--- config.mk ---
export PLATFORM = sky130hd
export DESIGN_NAME = bmlp_layer_sched
export DESIGN_NICKNAME = d
export VERILOG_FILES = /design/src/rtl/bmlp_layer_sched.sv
export SDC_FILE = /design/constraint.sdc
export NUM_CORES = 1
export LEC_CHECK = 0
export CORE_ASPECT_RATIO = 0.75
export CORE_MARGIN = 1
export CORE_UTILIZATION = 45
export CTS_BUF_LIST = sky130_fd_sc_hd__clkbuf_4 sky130_fd_sc_hd__clkbuf_8
export DETAILED_ROUTE_END_ITERATION = 10
export DONT_BUFFER_PORTS = 1
export PLACE_DENSITY = 0.61
export SYNTH_ARGS = -nofsm -noshare
export SYNTH_HDL_FRONTEND = slang
export SYNTH_SLANG_ARGS = --single-unit
--- constraint.sdc ---
create_clock -name clk -period 8.15 [get_ports clk]
set_input_delay 1.2225 -clock clk [delete_from_list [all_inputs] [get_ports clk]]
set_output_delay 1.2225 -clock clk [all_outputs]
set_load 0.01 [all_outputs]
--- src/rtl/bmlp_layer_sched.sv ---
// Binary-MLP fully-connected layer scheduler: issues weight/activation reads, accumulator
// controls and per-neuron output writes. Optional busy-cycle counter under BMLP_SCHED_PERF_EN.
module bmlp_layer_sched #(
    parameter int unsigned CNT_W  = 16,
    parameter int unsigned ADDR_W = 16
) (
    input  logic              clk,
    input  logic              rst,
    input  logic              start,
    input  logic [CNT_W-1:0]  num_neurons,
    input  logic [CNT_W-1:0]  num_words,
    input  logic [ADDR_W-1:0] w_base,
    output logic              rd_en,
    output logic [ADDR_W-1:0] w_addr,
    output logic [CNT_W-1:0]  x_addr,
    output logic              acc_en,
    output logic              acc_first,
    output logic              out_we,
    output logic [CNT_W-1:0]  out_addr,
    input  logic              out_ready,
    output logic              busy,
    output logic              done,
    output logic [31:0]       perf_cycles
);

    localparam logic [CNT_W-1:0]  CntOne  = {{(CNT_W-1){1'b0}}, 1'b1};
    localparam logic [ADDR_W-1:0] AddrOne = {{(ADDR_W-1){1'b0}}, 1'b1};

    typedef enum logic [2:0] {StIdle, StRead, StDrain, StWrite, StFin} state_e;

    state_e             state_q, state_d;
    logic [CNT_W-1:0]   nn_q, nn_d, nw_q, nw_d;
    logic [ADDR_W-1:0]  w_addr_q, w_addr_d;
    logic [CNT_W-1:0]   x_addr_q, x_addr_d, out_addr_q, out_addr_d;
    logic               rd_en_q, rd_en_d, acc_en_q, acc_en_d, acc_first_q, acc_first_d;
    logic               out_we_q, out_we_d, busy_q, busy_d, done_q, done_d;

    // w_addr_q doubles as the running weight pointer, x_addr_q as the word index and
    // out_addr_q as the neuron index.
    always_comb begin
        state_d     = state_q;
        nn_d        = nn_q;
        nw_d        = nw_q;
        w_addr_d    = w_addr_q;
        x_addr_d    = x_addr_q;
        out_addr_d  = out_addr_q;
        rd_en_d     = 1'b0;
        out_we_d    = 1'b0;
        done_d      = 1'b0;
        acc_en_d    = rd_en_q;
        acc_first_d = rd_en_q && (x_addr_q == '0);
        unique case (state_q)
            StIdle: begin
                if (start) begin
                    nn_d       = num_neurons;
                    nw_d       = num_words;
                    out_addr_d = '0;
                    x_addr_d   = '0;
                    if ((num_neurons == '0) || (num_words == '0)) begin
                        state_d = StFin;
                        done_d  = 1'b1;
                    end else begin
                        state_d  = StRead;
                        rd_en_d  = 1'b1;
                        w_addr_d = w_base;
                    end
                end
            end
            StRead: begin
                // Compare against nw-1 so an all-ones word count never overflows.
                if (x_addr_q == nw_q - CntOne) begin
                    state_d = StDrain;
                end else begin
                    rd_en_d  = 1'b1;
                    x_addr_d = x_addr_q + CntOne;
                    w_addr_d = w_addr_q + AddrOne;
                end
            end
            StDrain: begin
                state_d  = StWrite;
                out_we_d = 1'b1;
            end
            StWrite: begin
                if (out_ready) begin
                    if (out_addr_q == nn_q - CntOne) begin
                        state_d = StFin;
                        done_d  = 1'b1;
                    end else begin
                        state_d    = StRead;
                        out_addr_d = out_addr_q + CntOne;
                        rd_en_d    = 1'b1;
                        x_addr_d   = '0;
                        w_addr_d   = w_addr_q + AddrOne;
                    end
                end else begin
                    out_we_d = 1'b1;
                end
            end
            StFin: begin
                state_d = StIdle;
            end
            default: begin
                state_d = StIdle;
            end
        endcase
        busy_d = (state_d != StIdle);
    end

    always_ff @(posedge clk) begin
        if (rst) begin
            state_q     <= StIdle;
            nn_q        <= '0;
            nw_q        <= '0;
            w_addr_q    <= '0;
            x_addr_q    <= '0;
            out_addr_q  <= '0;
            rd_en_q     <= 1'b0;
            acc_en_q    <= 1'b0;
            acc_first_q <= 1'b0;
            out_we_q    <= 1'b0;
            busy_q      <= 1'b0;
            done_q      <= 1'b0;
        end else begin
            state_q     <= state_d;
            nn_q        <= nn_d;
            nw_q        <= nw_d;
            w_addr_q    <= w_addr_d;
            x_addr_q    <= x_addr_d;
            out_addr_q  <= out_addr_d;
            rd_en_q     <= rd_en_d;
            acc_en_q    <= acc_en_d;
            acc_first_q <= acc_first_d;
            out_we_q    <= out_we_d;
            busy_q      <= busy_d;
            done_q      <= done_d;
        end
    end

    assign rd_en     = rd_en_q;
    assign w_addr    = w_addr_q;
    assign x_addr    = x_addr_q;
    assign acc_en    = acc_en_q;
    assign acc_first = acc_first_q;
    assign out_we    = out_we_q;
    assign out_addr  = out_addr_q;
    assign busy      = busy_q;
    assign done      = done_q;

`ifdef BMLP_SCHED_PERF_EN
    logic [31:0] perf_q, perf_d;

    always_comb begin
        perf_d = perf_q;
        if ((state_q == StIdle) && start) begin
            perf_d = '0;
        end else if (busy_q && (perf_q != 32'hFFFF_FFFF)) begin
            perf_d = perf_q + 32'd1;
        end
    end

    always_ff @(posedge clk) begin
        if (rst) begin
            perf_q <= '0;
        end else begin
            perf_q <= perf_d;
        end
    end

    assign perf_cycles = perf_q;
`else
    assign perf_cycles = 32'd0;
`endif

endmodule
==> results.sh <==
export IMPL_yosysWarnings=0
export IMPL_p_leak_nw=2.075
export IMPL_grt_max_degree=46
export IMPL_die_area_mm2=0.01302
export IMPL_clk_latency_ps=360
export IMPL_synth_cell_types=70
export IMPL_end_kind="register"
export IMPL_syn_cell_area_mm2=0.005654
export IMPL_slew_headroom=0.2479
export IMPL_postSynthAreaPerCell_um2=7.509
export IMPL_powerDensity_mw_per_mm2=168.9
export IMPL_arrival_ps=4550
export IMPL_cts_tree="built"
export IMPL_root_buffer="clkbuf_8"
export IMPL_pin_count=138
export IMPL_met3_length_um=1451
export IMPL_synth_cells=753
export IMPL_setup_slack_ps=3884
export IMPL_drv_slew=0
export IMPL_final_cell_mix="nand2_1 (126), dfxtp_1 (89), a21oi_1 (62)"
export IMPL_hold_class="reg2reg"
export IMPL_outcome="completed"
export IMPL_met1_length_um=7405
export IMPL_rsz0062_at_grt="false"
export IMPL_diodes=0
export IMPL_crit_type="reg2reg"
export IMPL_fin_nets=771
export IMPL_post_route_drc_count=0
export IMPL_finalSetupTns_ps=0
export IMPL_grt_pass1_vias=4814
export IMPL_ys_seq_area_frac=0.3151
export IMPL_drv_cap=0
export IMPL_clock_path_buffers=2
export IMPL_async_flop_share=0
export IMPL_viasPerCell=6.029
export IMPL_holdBufCountCts=0
export IMPL_ys_ff_latch=89
export IMPL_finalHoldViolCount=0
export IMPL_ctsResizeCount=0
export IMPL_finalSetupViolCount=0
export IMPL_route_met2_wl_um=6853
export IMPL_chipHeight_um=99.08
export IMPL_mostFrequentLayoutCell="nand2_1"
export IMPL_synth_edff_count=0
export IMPL_drive_above_1_share=0.04324
export IMPL_fmax_ghz=0.2344
export IMPL_gp_congestion=0.8339
export IMPL_area_growth_pct=1.128
export IMPL_worstMarginPinSlew_ps=1119
export IMPL_coreArea_mm2=0.01226
export IMPL_postRouteAntennaNets=0
export IMPL_place_ws_ps=3963
export IMPL_clkTransAtPathRegs_ps=90
export IMPL_grt_pass1_wl_um=25140
export IMPL_worstPathMaxFanout=23
export IMPL_critPathLaunchType="register"
export IMPL_drt_iter0_drc=413
export IMPL_crit_required_ps=8430
export IMPL_via_count=5324
export IMPL_clock_sinks=89
export IMPL_numCtsBuffers=9
export IMPL_fin_crit_ps=4266
export IMPL_ir_drop_mv=0.07581
export IMPL_num_rows=35
export IMPL_routed_wl_um=15900
export IMPL_nFillCells=1248
export IMPL_initial_core_util=0.4611
export IMPL_track_usage=0.2415
export IMPL_ctsHtreeMaxLevel=3
export IMPL_dp_final_hpwl_um=11630
export IMPL_firstDrtPassIters=5
export IMPL_post_cts_buffers=0
export IMPL_port_buffers=0
export IMPL_highest_layer="met4"
export IMPL_die_w_um=131.4
export IMPL_overflow=0
export IMPL_antenna_found_initial=0
export IMPL_ys_flop_type="dfxtp_1"
export IMPL_period_share=0.5234
export IMPL_wl_per_cell_um=18.00
export IMPL_clock_skew_ps=12.40
[per-stage QoR]
step	cells	utilization	cell area, um2	hold slack (ps)	power [mW]
5_1_grt	883	0.4663	5718	491.1	1.015
3_3_place_gp	868	0.4516	5538	462.4	0.6765
4_1_cts	883	0.4663	5718	474.9	0.9706
3_5_place_dp	868	0.4516	5538	462.7	0.6818
2_1_floorplan	784	-	5771	449.6	0.6574
6_report	883	0.4663	5718	468.1	0.9659
[synth_stat cells (8+ instances only)]
library cell	number	area share
nand2_1	126	0.084
dfxtp_1	89	0.32
a21oi_1	62	0.055
nor2_1	60	0.040
clkbuf_1	42	0.028
buf_4	34	0.045
nand3_1	30	0.027
o21ai_0	27	0.024
xnor2_1	26	0.040
xor2_1	19	0.029
nor3_1	16	0.014
nor4_1	15	0.017
or3_1	15	0.017
a32o_1	14	0.025
inv_1	14	0.0093
and3_1	13	0.014
nand4_1	11	0.012
or4_1	11	0.015
a22o_1	8	0.012
[routing by layer]
layer / track usage / up-vias
met4: 0.06351 / 0
met5: 0 / -
met3: 0.07562 / 14
met1: 0.3310 / 2546
met2: 0.3647 / 216
li1: - / 2548
[where the power goes]
group | internal [mW] | switching [mW] | leakage [nW]
clock | 0.133 | 0.158 | 0.0963
sequential | 0.455 | 0.0363 | 0.726
combinational | 0.0731 | 0.111 | 1.25
total | 0.661 | 0.305 | 2.07
[cells by family (layout without fill, tap and decap cells)]
family / after synthesis / in the layout / share of synthesized area
AO/OA/AOI/OAI: 166 / 166 / 0.1958
other: 1 / 32 / 0.0006632
XOR/XNOR: 45 / 45 / 0.06971
AND/OR/NAND/NOR: 346 / 346 / 0.3094
multiplexers: 3 / 3 / 0.005532
adder cells (fa/ha/maj): 6 / 6 / 0.01328
flip-flops: 89 / 89 / 0.3151
buffers and inverters: 97 / 30 / 0.09050
[area by class of cell]
cell class                      instances  area [um2]  area share
Clock buffer                           13       166.4     0.02910
Timing Repair Buffer                    1       7.507    0.001313
Sequential cell                        89        1782      0.3116
Inverter                               14       52.55    0.009190
Tap cell                              166       207.7     0.03632
Clock inverter                          2       13.76    0.002407
Multi-Input combinational cell        598        3488      0.6101
[sequential cells by signal (all words and copies together) (netlist names)]
register,flops
nn_q,16
nw_q,16
out_addr,16
w_addr,16
x_addr,16
state_q,3
acc_en,1
acc_first,1
busy,1
done,1
out_we,1
rd_en,1
[path summary, 6_finish.rpt]
path	cells past startpoint	to	startpoint	slack, ps
max	11	out_addr[14]	nw_q[0]	3880
min	2	nw_q[15]	nw_q[15]	470
max reg2reg	11	out_addr[14]	nw_q[0]	3880
min reg2reg	2	nw_q[15]	nw_q[15]	470
[worst max-delay path, stage by stage (launching register included)]
cell and delay [ps]:
dfxtp_1 370, inv_1 70, ha_1 220, nor4b_1 670, nand4_1 200, nor4b_1 280
o21ba_2 200, a2111oi_0 690, nand3b_1 420, nand3_1 690, o21ai_0 220, a21oi_1 150
Note: power is estimated with default switching activity, not from simulation.
